--- src/rtl/inst_fetch.sv ---
// Instruction fetch stage: fetch PC, request/grant memory port with in-order
// responses, and a small prefetch FIFO that feeds the IF/ID register.
module inst_fetch #(
    parameter logic [31:0] RESET_PC = 32'h0000_0000,
    parameter int          DEPTH    = 2
) (
    input  logic        clk,
    input  logic        rst,
    input  logic [5:0]  stall,
    input  logic        branch_flag_i,
    input  logic [31:0] branch_target_i,
    input  logic        flush_i,
    input  logic [31:0] new_pc_i,
    output logic        imem_req_o,
    output logic [31:0] imem_addr_o,
    input  logic        imem_gnt_i,
    input  logic        imem_rvalid_i,
    input  logic [31:0] imem_rdata_i,
    output logic [31:0] if_pc_o,
    output logic [31:0] rom_inst_o,
    output logic        stallreq_o
);

    localparam int PW = (DEPTH > 1) ? $clog2(DEPTH) : 1;
    localparam int CW = $clog2(DEPTH + 1);

    logic [31:0]   r_fetch_pc;
    logic [31:0]   r_resp_pc;
    logic [31:0]   r_br_target;
    logic [31:0]   r_fifo_pc   [DEPTH];
    logic [31:0]   r_fifo_inst [DEPTH];
    logic [PW-1:0] r_rd_ptr;
    logic [PW-1:0] r_wr_ptr;
    logic [CW-1:0] r_count;
    logic [CW-1:0] r_outstanding;
    logic [CW-1:0] r_drop;
    logic          r_ds_pending;

    logic [CW:0]   w_sum;
    logic          w_credit;
    logic          w_issue;
    logic          w_rsp;
    logic          w_keep;
    logic          w_empty;
    logic          w_pop;
    logic          w_push;
    logic          w_br;
    logic [CW-1:0] w_out_after_rsp;
    logic          w_unused_stall;

    function automatic logic [PW-1:0] next_ptr(input logic [PW-1:0] p);
        return (p == PW'(DEPTH - 1)) ? '0 : p + PW'(1);
    endfunction

    assign w_unused_stall = ^stall[5:2];

    // Credit uses start-of-cycle count; a pop in the same cycle frees nothing.
    assign w_sum    = {1'b0, r_count} + {1'b0, r_outstanding};
    assign w_credit = (w_sum < (CW+1)'(DEPTH));

    assign imem_req_o  = rst & ~stall[0] & ~flush_i & ~branch_flag_i & w_credit;
    assign imem_addr_o = r_fetch_pc;
    assign w_issue     = imem_req_o & imem_gnt_i;

    // A pending delay slot is always kept, even ahead of queued discards.
    assign w_rsp           = imem_rvalid_i & (r_outstanding != '0);
    assign w_keep          = w_rsp & (r_ds_pending | (r_drop == '0));
    assign w_out_after_rsp = r_outstanding - CW'(w_rsp);

    assign w_empty = (r_count == '0);
    assign w_br    = branch_flag_i & ~flush_i;
    assign w_pop   = ~stall[1] & ~w_empty & ~flush_i;
    assign w_push  = w_keep & ~flush_i & ~(w_br & ~w_empty);

    assign if_pc_o    = w_empty ? 32'h0 : r_fifo_pc[r_rd_ptr];
    assign rom_inst_o = w_empty ? 32'h0 : r_fifo_inst[r_rd_ptr];
    assign stallreq_o = w_empty;

    always_ff @(posedge clk) begin
        if (w_push) begin
            r_fifo_pc[r_wr_ptr]   <= r_resp_pc;
            r_fifo_inst[r_wr_ptr] <= imem_rdata_i;
        end
    end

    always_ff @(posedge clk) begin
        if (!rst) begin
            r_fetch_pc    <= RESET_PC;
            r_resp_pc     <= RESET_PC;
            r_br_target   <= RESET_PC;
            r_rd_ptr      <= '0;
            r_wr_ptr      <= '0;
            r_count       <= '0;
            r_outstanding <= '0;
            r_drop        <= '0;
            r_ds_pending  <= 1'b0;
        end else begin
            r_outstanding <= w_out_after_rsp + CW'(w_issue);
            if (w_issue) begin
                r_fetch_pc <= r_fetch_pc + 32'd4;
            end
            if (flush_i) begin
                r_count      <= '0;
                r_wr_ptr     <= r_rd_ptr;
                r_drop       <= w_out_after_rsp;
                r_ds_pending <= 1'b0;
                r_fetch_pc   <= new_pc_i;
                r_resp_pc    <= new_pc_i;
            end else if (w_br && !w_empty) begin
                // Head is the delay slot; everything younger is wrong-path.
                r_wr_ptr <= next_ptr(r_rd_ptr);
                if (w_pop) begin
                    r_rd_ptr <= next_ptr(r_rd_ptr);
                    r_count  <= '0;
                end else begin
                    r_count  <= CW'(1);
                end
                r_drop       <= w_out_after_rsp;
                r_ds_pending <= 1'b0;
                r_fetch_pc   <= branch_target_i;
                r_resp_pc    <= branch_target_i;
            end else begin
                if (w_push) begin
                    r_wr_ptr <= next_ptr(r_wr_ptr);
                end
                if (w_pop) begin
                    r_rd_ptr <= next_ptr(r_rd_ptr);
                end
                r_count <= r_count + CW'(w_push) - CW'(w_pop);
                if (w_br) begin
                    r_fetch_pc <= branch_target_i;
                    if (w_keep) begin
                        r_resp_pc    <= branch_target_i;
                        r_drop       <= w_out_after_rsp;
                        r_ds_pending <= 1'b0;
                    end else begin
                        // Delay slot still in flight: keep it, discard the rest.
                        r_ds_pending <= 1'b1;
                        r_br_target  <= branch_target_i;
                        r_drop       <= (w_out_after_rsp == '0) ? '0 : w_out_after_rsp - CW'(1);
                    end
                end else if (w_keep) begin
                    if (r_ds_pending) begin
                        r_resp_pc    <= r_br_target;
                        r_ds_pending <= 1'b0;
                    end else begin
                        r_resp_pc <= r_resp_pc + 32'd4;
                    end
                end else if (w_rsp) begin
                    r_drop <= r_drop - CW'(1);
                end
            end
        end
    end

endmodule

--- config.mk ---
export PLATFORM = sky130hd
export DESIGN_NAME = inst_fetch
export DESIGN_NICKNAME = d
export VERILOG_FILES = /design/src/rtl/inst_fetch.sv
export SDC_FILE = /design/constraint.sdc
export NUM_CORES = 1
export LEC_CHECK = 0
export ABC_AREA = 1
export CELL_PAD_IN_SITES_DETAIL_PLACEMENT = 0
export CELL_PAD_IN_SITES_GLOBAL_PLACEMENT = 2
export CORE_UTILIZATION = 40
export DETAILED_ROUTE_END_ITERATION = 12
export DONT_BUFFER_PORTS = 1
export HOLD_SLACK_MARGIN = 0.02
export PLACE_DENSITY = 0.91
export SYNTH_ARGS = -nofsm -noshare
export SYNTH_HDL_FRONTEND = slang
export SYNTH_SLANG_ARGS = --single-unit
--- constraint.sdc ---
create_clock -name clk -period 14.3 [get_ports clk]
set_input_delay 2.86 -clock clk [delete_from_list [all_inputs] [get_ports clk]]
set_output_delay 2.86 -clock clk [all_outputs]
set_load 0.02 [all_outputs]
==> impl_results.md <==
* CTS sink cnt at roughly 230
* CTS tree: yes
* Final worst path period share at between 40% and 50%
* Critical path arrival at 3590 ps
* Largest area contributor in the netlist: edfxtp_1
* CTS resizes at 0
* Avg WL per Cell at 19.2 um
* Grt total ovfl at 0
* Total GRT Usage at between 20% and 30%
* Boundary pin count at between 200 and 250
* Max Buffers Root-to-Sink at 3
* Vias per cell at 5.32
* Rel. slew slack at 26.2%
* Final Hold Vio Count at 0
* # diodes at 0
* I/O Buffers at 0
* Net Count, Synth at 1,491
* Register area at 0.00597 mm^2
* Vias in the first global route at around 8,500
* Initial Util at just over 40%
* DP Area at 0.0115 mm^2
* Top cell type's share of synthesized area at approximately a third
* Die ar. at slightly below 0.03 mm^2
* Max Cap Violations at 0
* Wl on met1 at 14.9 mm
* Power density cells at 138 mW/mm^2
* Synthesis-stage register bit count at 234
* Outcome: finished clean
* Post-Route WL at 33.4 mm
* Share of cells above drive strength 1 at 5.14%
* Ys flop type: edfxtp_1
* Synth Area per Inst at 8.19 um^2
* First-pass GRT wire length at roughly 51 mm
* Initial antenna violation count at 0
* Maximum clock rate at approximately 160 MHz
* Die Y-Extent at approximately 170 um
* Setup_tns at 0 ps
* Skew final at 17.9 ps
* Post-synthesis sequential area ratio at 53.0%
* Fin crit period at 6450 ps
* Clk slew on worst S/H paths at 60 ps
* Metal2 WL at 15.1 mm
* Clock network fraction of total power at 40.4%
* H-tree depth at 1
* Sw frac at between 20% and 30%
* Num CTS Buffers at 26
* Sequential share of power at 48.6%
* Half-perimeter wire length after detailed placement at 22.6 mm
* Final setup viols at 0
* Placer Congestion at 0.885
* Startpoint types: primary input
* Worst-margin pin slew at 1110 ps
* Post-Syn Area at about 0.011 mm^2
* Combinational power share at a little over a tenth
* Sw power at 0.000468 W
* Synth cell types at 40
* Clk Latency, worst-skew pair at 540 ps
* Worst path required time at 11,440 ps
* Footprint of the multi-input gates at 0.00469 mm^2
* Drt drc at 0
* DR iter-0 viols at 656
* Nets at 1,459
* CTS Hold Bufs at 0
* Largest net degree at the start of global routing at 84
* Ys Warns at 0
* Peak supply drop at 0.0000722 V
* Filler cells at 2,779
* Int Pwr at 0.00124 W
* # rows at 61
* Synth area leaders: edfxtp_1 (34%), dfxtp_1 (19%), nand2_1 (12%)
* Unrepaired setup endpoints after global routing: false
* Area Growth Syn to Fin at 9.99%
* WL met3 at 2.82 mm
* Drt first pass iters at 5
* CORE AREA at 0.0277 mm^2
* Syn Inst Count at ~1,400
* EDFF count, synth at 128
* Die width at roughly 170 um
* DR vias at a little over 9,000
* Design area at 0.0124 mm^2
* Slew Limit Fails at 0
* P_leak at 4.49 nW
* Top layer in use: met4
* Setup repair bufs after CTS at 0
* Worst Hold Class: flip-flop to flip-flop
* Asr flop ratio synth at 0%
* Worst Path Max Fanout at 37
* CTS root buf: clkbuf_16
* DRT antenna net count at 0
* Setup Crit Path Kind: primary input to output pin
* Crit path capture type: output pin
-- cell usage in the layout (no fill, tap or decap), types with 12 or more instances in the layout --
master	count
nand2_1	351
nor2_1	185
a21oi_1	168
edfxtp_1	128
o21ai_0	109
dfxtp_1	105
inv_1	75
nand3_1	38
clkbuf_16	27
nand3b_1	22
o21ai_1	14
a211oi_1	14
a22o_1	13
xor2_1	12
-- logic make-up after synthesis --
| family | after synthesis | share of synthesized area, % |
|---|---|---|
| compound gates | 341 | 16.4 |
| simple gates | 622 | 22.5 |
| buf+inv | 150 | 5.59 |
| flops | 234 | 53.0 |
| xor+xnor | 20 | 1.56 |
| fa+ha+maj | 8 | 0.956 |
-- through the flow --
stage | total power [W] | setup slack [ps] | utilization [%] | hold slack (ps) | std cells
finish | 0.00171 | 7850 | 44.7 | 467 | 1741
global route | 0.00178 | 7850 | 44.7 | 487 | 1741
CTS | 0.00172 | 7840 | 44.7 | 469 | 1741
detailed placement | 0.00103 | 7840 | 41.5 | 456 | 1693
global placement | 0.00103 | 7860 | 41.5 | 453 | 1693
floorplan | 0.000973 | 7700 | - | 420 | 1375
-- synthesized netlist by cell type (5+ instances only) --
cell,count
buf_2,13
dfxtp_1,106
a31oi_1,8
xor2_1,12
o21ai_0,109
a211oi_1,14
inv_2,5
ha_1,7
nor3_1,9
buf_6,5
xnor2_1,8
clkbuf_1,40
nor2_1,188
nand3_1,38
buf_1,8
edfxtp_1,128
a22o_1,13
o211ai_1,6
nand2_1,351
o21ai_1,14
inv_1,75
nand3b_1,22
a21oi_1,168
-- layout make-up --
class | instances | share of cell area, %
clock buffer | 32 | 5.61
timing repair buffer | 9 | 0.546
sequential | 234 | 48.2
clock inverter | 16 | 1.54
multi-input combinational | 991 | 37.8
tap | 378 | 3.82
inverter | 81 | 2.47
-- flip-flops by register name (all words and copies together) (netlist names), named ones only --
signal and flops:
r_count 2, r_resp_pc 32, r_wr_ptr 1, imem_addr_o 32, r_ds_pending 1, r_fifo_inst 64, r_fifo_pc 64, r_br_target 32
r_rd_ptr 1, r_outstanding 2, r_drop 2
-- worst max-delay path, stage by stage --
cell      delay (ps)
clkinv_2         210
nand3_1          130
nor3_2           380
-- power by group through the flow --
stage | clock network (W) | logic, W | registers [W]
floorplan | 0 | 0.000153 | 0.000820
detailed placement | 0 | 0.000187 | 0.000844
finish | 0.000691 | 0.000188 | 0.000831
global route | 0.000733 | 0.000213 | 0.000837
global placement | 0 | 0.000185 | 0.000843
CTS | 0.000702 | 0.000189 | 0.000830
-- per-layer routing --
layer	up-vias	global-route usage (%)
li1	4577	-
met1	4350	30.5
met2	302	37.2
met3	41	5.48
met4	0	5.60
met5	-	0
-- path summary, 6_finish.rpt --
| kind | from | to | slack, ps | cells past startpoint |
|---|---|---|---|---|
| setup / recovery | flush_i | imem_req_o | 7850 | 3 |
| hold / removal | r_br_target[7] | r_br_target[7] | 470 | 2 |
| setup reg to reg | r_count[0] | imem_addr_o[24] | 11030 | 9 |
| hold reg to reg | r_br_target[7] | r_br_target[7] | 470 | 2 |
Note: power is estimated with default switching activity, not from simulation.
